<file path="config.mk">
export PLATFORM = sky130hd
export DESIGN_NAME = sram_1rw_port_ctrl
export DESIGN_NICKNAME = d
export VERILOG_FILES = /design/src/rtl/sram_ctrl_pkg.sv /design/src/rtl/sram_resp_fifo.sv /design/src/rtl/sram_1rw_port_ctrl.sv
export SDC_FILE = /design/constraint.sdc
export NUM_CORES = 1
export LEC_CHECK = 0
export BUFFER_PORTS_ARGS = -buffer_cell sky130_fd_sc_hd__buf_2
export CAP_MARGIN = 20
export CORE_AREA = 2 2 118 74
export DETAILED_ROUTE_END_ITERATION = 8
export DIE_AREA = 0 0 120 76
export GPL_TIMING_DRIVEN = 0
export HOLD_SLACK_MARGIN = 0.08
export PLACE_DENSITY = 0.83
export SETUP_SLACK_MARGIN = 0.15
export SLEW_MARGIN = 20
export SYNTH_ARGS = -nofsm -noshare
export SYNTH_HDL_FRONTEND = slang
export SYNTH_HIERARCHICAL = 1
export SYNTH_SLANG_ARGS = --single-unit
</file>
<file path="constraint.sdc">
create_clock -name clock -period 5 [get_ports clock]
set_clock_uncertainty 0.05 [all_clocks]
set_input_delay 0.25 -clock clock [delete_from_list [all_inputs] [get_ports clock]]
set_output_delay 0.25 -clock clock [all_outputs]
set_load 0.005 [all_outputs]
</file>
<file path="src/rtl/sram_ctrl_pkg.sv">
// Shared constants and types for the single-port SRAM request controller.
package sram_ctrl_pkg;

  localparam int SRAM_ADDR_W = 7;
  localparam int SRAM_DATA_W = 36;
  localparam int RESP_DEPTH  = 2;
  localparam int OCC_W       = $clog2(RESP_DEPTH + 1);

  // Which requester owns the RW port in the current cycle.
  typedef enum logic [1:0] {
    GNT_NONE = 2'd0,
    GNT_WR   = 2'd1,
    GNT_RD   = 2'd2
  } grant_e;

endpackage

</file>
<file path="src/rtl/sram_resp_fifo.sv">
// Two-entry response buffer. The head drives the output; an empty buffer
// presents zero so stale or unknown storage never leaks out.
module sram_resp_fifo
  import sram_ctrl_pkg::*;
#(
  parameter int DATA_W = SRAM_DATA_W
) (
  input  logic              clock,
  input  logic              reset,
  input  logic              push,
  input  logic [DATA_W-1:0] push_data,
  input  logic              pop,
  output logic [DATA_W-1:0] head_data,
  output logic [OCC_W-1:0]  occ
);

  logic [DATA_W-1:0] mem [RESP_DEPTH];
  logic              wr_ptr;
  logic              rd_ptr;
  logic              pop_eff;

  // A pop on an empty buffer is ignored.
  assign pop_eff   = pop && (occ != '0);
  assign head_data = (occ != '0) ? mem[rd_ptr] : '0;

  // Storage, pointers and occupancy; push and pop may coincide at any level.
  always_ff @(posedge clock or posedge reset) begin
    if (reset) begin
      mem    <= '{default: '0};
      wr_ptr <= 1'b0;
      rd_ptr <= 1'b0;
      occ    <= '0;
    end else begin
      if (push) begin
        mem[wr_ptr] <= push_data;
        wr_ptr      <= ~wr_ptr;
      end
      if (pop_eff) begin
        rd_ptr <= ~rd_ptr;
      end
      case ({push, pop_eff})
        2'b10:   occ <= occ + 1'b1;
        2'b01:   occ <= occ - 1'b1;
        default: occ <= occ;
      endcase
    end
  end

endmodule

</file>
<file path="src/rtl/sram_1rw_port_ctrl.sv">
// Request-side controller for a single-port 1RW SRAM macro. Arbitrates write
// and read request streams onto the RW port and returns read data through a
// two-entry response buffer sized so a stalled consumer never loses data.
//
// Handshakes: a transfer happens on a rising clock edge where valid and ready
// are both high. Requesters hold valid and payload stable until accepted;
// ready here may depend combinationally on valid (and rd_ready on resp_ready).
module sram_1rw_port_ctrl
  import sram_ctrl_pkg::*;
#(
  parameter int ADDR_W = SRAM_ADDR_W,
  parameter int DATA_W = SRAM_DATA_W
) (
  input  logic              clock,
  input  logic              reset,
  input  logic              wr_valid,
  output logic              wr_ready,
  input  logic [ADDR_W-1:0] wr_addr,
  input  logic [DATA_W-1:0] wr_data,
  input  logic              rd_valid,
  output logic              rd_ready,
  input  logic [ADDR_W-1:0] rd_addr,
  output logic              resp_valid,
  input  logic              resp_ready,
  output logic [DATA_W-1:0] resp_data,
  output logic              mem_en,
  output logic              mem_wmode,
  output logic [ADDR_W-1:0] mem_addr,
  output logic [DATA_W-1:0] mem_wdata,
  input  logic [DATA_W-1:0] mem_rdata
);

  grant_e           gnt;
  logic             prio_rd;
  logic             inflight;
  logic [OCC_W-1:0] occ;
  logic             pop;
  logic [2:0]       credit;
  logic             rd_elig;
  logic             contested;

  assign pop        = resp_valid && resp_ready;
  assign resp_valid = (occ != '0);

  // A read may issue only if its data is guaranteed a buffer slot; counting
  // this cycle's pop lets throughput stay at one read per cycle.
  assign credit  = 3'(occ) + 3'(inflight);
  assign rd_elig = credit < (3'(RESP_DEPTH) + 3'(pop));

  assign contested = !reset && wr_valid && rd_valid && rd_elig;

  // Grant selection: round-robin when both compete, otherwise whoever asks.
  always_comb begin
    gnt = GNT_NONE;
    if (!reset) begin
      if (contested) begin
        gnt = prio_rd ? GNT_RD : GNT_WR;
      end else if (wr_valid) begin
        gnt = GNT_WR;
      end else if (rd_valid && rd_elig) begin
        gnt = GNT_RD;
      end
    end
  end

  assign wr_ready = (gnt == GNT_WR);
  assign rd_ready = (gnt == GNT_RD);

  // Port drive follows the grant in the same cycle; idle cycles drive zeros.
  always_comb begin
    mem_en    = 1'b0;
    mem_wmode = 1'b0;
    mem_addr  = '0;
    mem_wdata = '0;
    case (gnt)
      GNT_WR: begin
        mem_en    = 1'b1;
        mem_wmode = 1'b1;
        mem_addr  = wr_addr;
        mem_wdata = wr_data;
      end
      GNT_RD: begin
        mem_en   = 1'b1;
        mem_addr = rd_addr;
      end
      default: ;
    endcase
  end

  // Track the outstanding read and rotate priority after contested grants.
  always_ff @(posedge clock or posedge reset) begin
    if (reset) begin
      inflight <= 1'b0;
      prio_rd  <= 1'b1;
    end else begin
      inflight <= rd_ready;
      if (contested) begin
        prio_rd <= ~prio_rd;
      end
    end
  end

  // Macro data is captured only in the cycle after a read grant.
  sram_resp_fifo #(
    .DATA_W (DATA_W)
  ) u_resp_fifo (
    .clock     (clock),
    .reset     (reset),
    .push      (inflight),
    .push_data (mem_rdata),
    .pop       (pop),
    .head_data (resp_data),
    .occ       (occ)
  );

endmodule
</file>
==> key figures <==
Critical path
  – CP Buf/Inv Count: 2
  – Critical path endpoint: mem_wdata[8]
  – Crit path max-delay family: adder cells
  – Data required time at the worst endpoint: about 4700 ps
  – Kind of critical path: flop to primary output
  – Cell Chain, Critical Path: ha_1 -> ha_1 -> o21ai_1 -> a31oi_1 -> ha_1 -> clkbuf_1 -> and2_1 -> buf_2
  – Worst reg-to-reg path cell count: 5
  – Crit. Startpoint: u_resp_fifo/occ[0]
  – Worst R2R Setup Slack: between 3000 and 4000 ps
  – Critical Path Stages: 8
  – Maximum fanout along the worst path: 10
  – Worst path most repeated cell: ha_1
  – CP arrival: around 2700 ps
  – Crit end category: primary output
  – Critical R2R Capture: inflight
  – CP max-delay cell: dfrtp_1
  – RR Startpoint: u_resp_fifo/occ[0]
  – CP max stage delay: 470 ps
  – Crit start category: flop

Floorplan
  – CORE AREA: slightly above 8000 sq um
  – Die H: around 76 microns
  – Initial core utilization: between 50 and 60%
  – Die X: roughly 120 microns
  – Overall die area: between 9000 and 10,000 sq um
  – Io pins: about 180
  – # rows: 26

Routing
  – Vias: 3,135
  – Antenna Nets Post-Route: 0
  – TritonRoute pass-1 iters: 4
  – Via density: between 4 and 5
  – DRC errors left: 0
  – WL/cell: 15.95 microns
  – Iter 0 DRT Violations: 133
  – Routed wire length: approximately 10,000 microns

Synthesis
  – Synth unique cells: 34
  – Post-Syn Nets: approximately 420
  – Sequential area share after synthesis: 47.74%
  – Yosys warnings: 6
  – #FFs+latches synth: between 70 and 80
  – Simple-gate share of the synthesized area: around 11%
  – Avg Inst Size Synth: between 10 and 15 sq um
  – Post-Synth Adder-Cell Area: under 10%
  – Top cells by area, synth: dfrtp_1 (47%), mux2_2 (12%), mux2_4 (11%)
  – Synthesized area: between 4000 and 5000 sq um
  – Synth Area in XOR/XNOR: ~1.1%
  – Post-synthesis mux area share: a little under a third
  – Yosys top cell area share: between 40% and 50%
  – Main combinational cell family by area after synthesis: multiplexers
  – Asr flop ratio synth: between 90% and 100%
  – Post-Syn Instances: about 330
  – Most area-hungry cell type in the Yosys netlist: dfrtp_1
  – Compound-cell area share of the yosys netlist: between 2 and 3%
  – Top FF cell, synth: dfrtp_1
  – Number of synthesized flops with an enable pin: 0

GRT
  – Grt ovf: 0
  – Vias in the first global route: 3,276
  – Antenna violations before repair: 1
  – Tot GR Track Use: 23.20%
  – Global-route wire length before repair: approximately 16,000 microns
  – Largest net degree at the start of global routing: 49

Pwr
  – P_int: 0.002190 W
  – Clock share of power: 18.9%
  – Sw frac: 33.33%
  – Sw power: between 0.001 and 0.0015 W
  – Pleak: about 3 nW
  – Worst VDD drop: between 0.3 and 0.4 mV
  – PD cells: a little over 600 nW/um^2
  – Logic pwr share: 46.1%
  – Flop pwr share: about a third

Layout
  – Most frequent cells in the layout: buf_2 (178), dfrtp_1 (77), nor2_1 (44)
  – ANT cells: 0
  – Multi-input logic area: between 1500 and 2000 sq um
  – Register area: 1953 sq um
  – Nets: approximately 610
  – Share of post-route cells with drive strength above 1: ~55%
  – Fill cell count: a little over 600
  – Commonest non-fill, non-tap cell in the layout: buf_2
  – Area Growth Syn to Fin: 32.48%

STA
  – Setup TNS: 0 ps
  – Slew @ Worst Pin: ~550 ps
  – Period utilization: around 60%
  – Final hold violations: 0
  – Count of final max-slew check failures: 0
  – Worst slew margin: between 60% and 70%
  – # setup viols final: 0
  – Minimum hold slack: around 110 ps
  – Fmax: roughly 0.34 GHz
  – Unrepaired setup endpoints after global routing: false
  – Tmin final: between 2000 and 3000 ps

Placement
  – GPL Wtd Cong: about 0.8
  – # port buffers: 174
  – Final HPWL DP: between 7000 and 8000 microns

Job
  – Max-Cap Viols: 0

Clock tree
  – Clock Sink Count: 78
  – Clk buf depth: 2
  – H-Tree Depth: 3
  – CTS clk-pin slew, worst paths: 60 ps
  – CTS tree: yes
  – Root Driver: clkbuf_16
  – CTS buffer count: 9
  – Clk Latency, worst-skew pair: roughly 330 ps

Status
  – Status: completed

Hold path
  – Type of the worst min-delay path: input pin to flop
## per-layer routing
metal / GRT usage [%] / share of wire [%]
met4: 5.294 / 0.82
met3: 7.859 / 7.6
met1: 30.81 / 44
met2: 36.99 / 47
met5: 0 / 0.13
## cell usage after synthesis, types with 3 or more instances
library cell	n
buf_4	4
buf_6	4
ha_1	5
a22oi_1	7
clkbuf_8	3
mux2_2	42
nand2b_1	3
nor2_1	44
buf_2	4
dfrtp_1	77
mux2i_1	36
mux2_4	30
and2_1	36
clkbuf_1	4
inv_1	6
xor2_1	3
## cell families (layout without fill, tap and decap cells)
family                   Yosys count  in the layout
buffers and inverters             26            216
XOR/XNOR                           5              5
adder cells (fa/ha/maj)            5              5
flip-flops                        78             78
multiplexers                     108            108
AO/OA/AOI/OAI                     15             15
AND/OR/NAND/NOR                   91             91
## flip-flops by register name, summed over array words and instances, names as in the netlist
register	count
u_resp_fifo/mem	72
u_resp_fifo/occ	2
inflight	1
prio_rd	1
u_resp_fifo/rd_ptr	1
u_resp_fifo/wr_ptr	1
## what timing repair did
item / 4_1_cts / 5_1_grt
hold buffers: 1 / 0
resized for setup: 0 / 0
setup buffers: 0 / 0
endpoints found under the hold margin: 30 / 0
## metrics by stage
stage	util, %	instance area (sq um)	instances	worst slack [ps]	power, W
after CTS	66.38	5420	630	2022	0.003315
final	66.38	5420	630	2046	0.003284
after global placement	62.49	5102	614	1935	0.002590
after floorplan	-	4091	328	2762	0.002129
after global routing	66.38	5420	630	1840	0.003539
after detailed placement	62.86	5132	615	2402	0.002675
## power by group through the flow
stage                     registers [W]  clock network, W  logic, W
after detailed placement        0.00116                 0   0.00152
final                           0.00115          0.000621   0.00151
after floorplan                 0.00110                 0   0.00103
after CTS                       0.00115          0.000638   0.00153
after global routing            0.00119          0.000670   0.00168
after global placement          0.00113                 0   0.00146
## worst min-delay path by stage
stage	endpoint	start	depth (start not counted)	slack [ps]
after floorplan	inflight	reset	1	-50
after global placement	inflight	reset	2	80
after detailed placement	inflight	reset	2	110
after CTS	u_resp_fifo/mem[37]	mem_rdata[1]	2	100
after global routing	u_resp_fifo/mem[54]	mem_rdata[18]	2	100
final	u_resp_fifo/mem[37]	mem_rdata[1]	2	110
## layout make-up
class / count / share of cell area, %
inverter: 6 / 0.4617
sequential: 78 / 36.03
multi-input combinational: 224 / 36.15
buffer: 20 / 2.886
clock inverter: 5 / 0.9695
tap: 112 / 2.585
clock buffer: 9 / 4.155
timing repair buffer: 176 / 16.76
No activity file was read; power rests on OpenSTA's default activity.
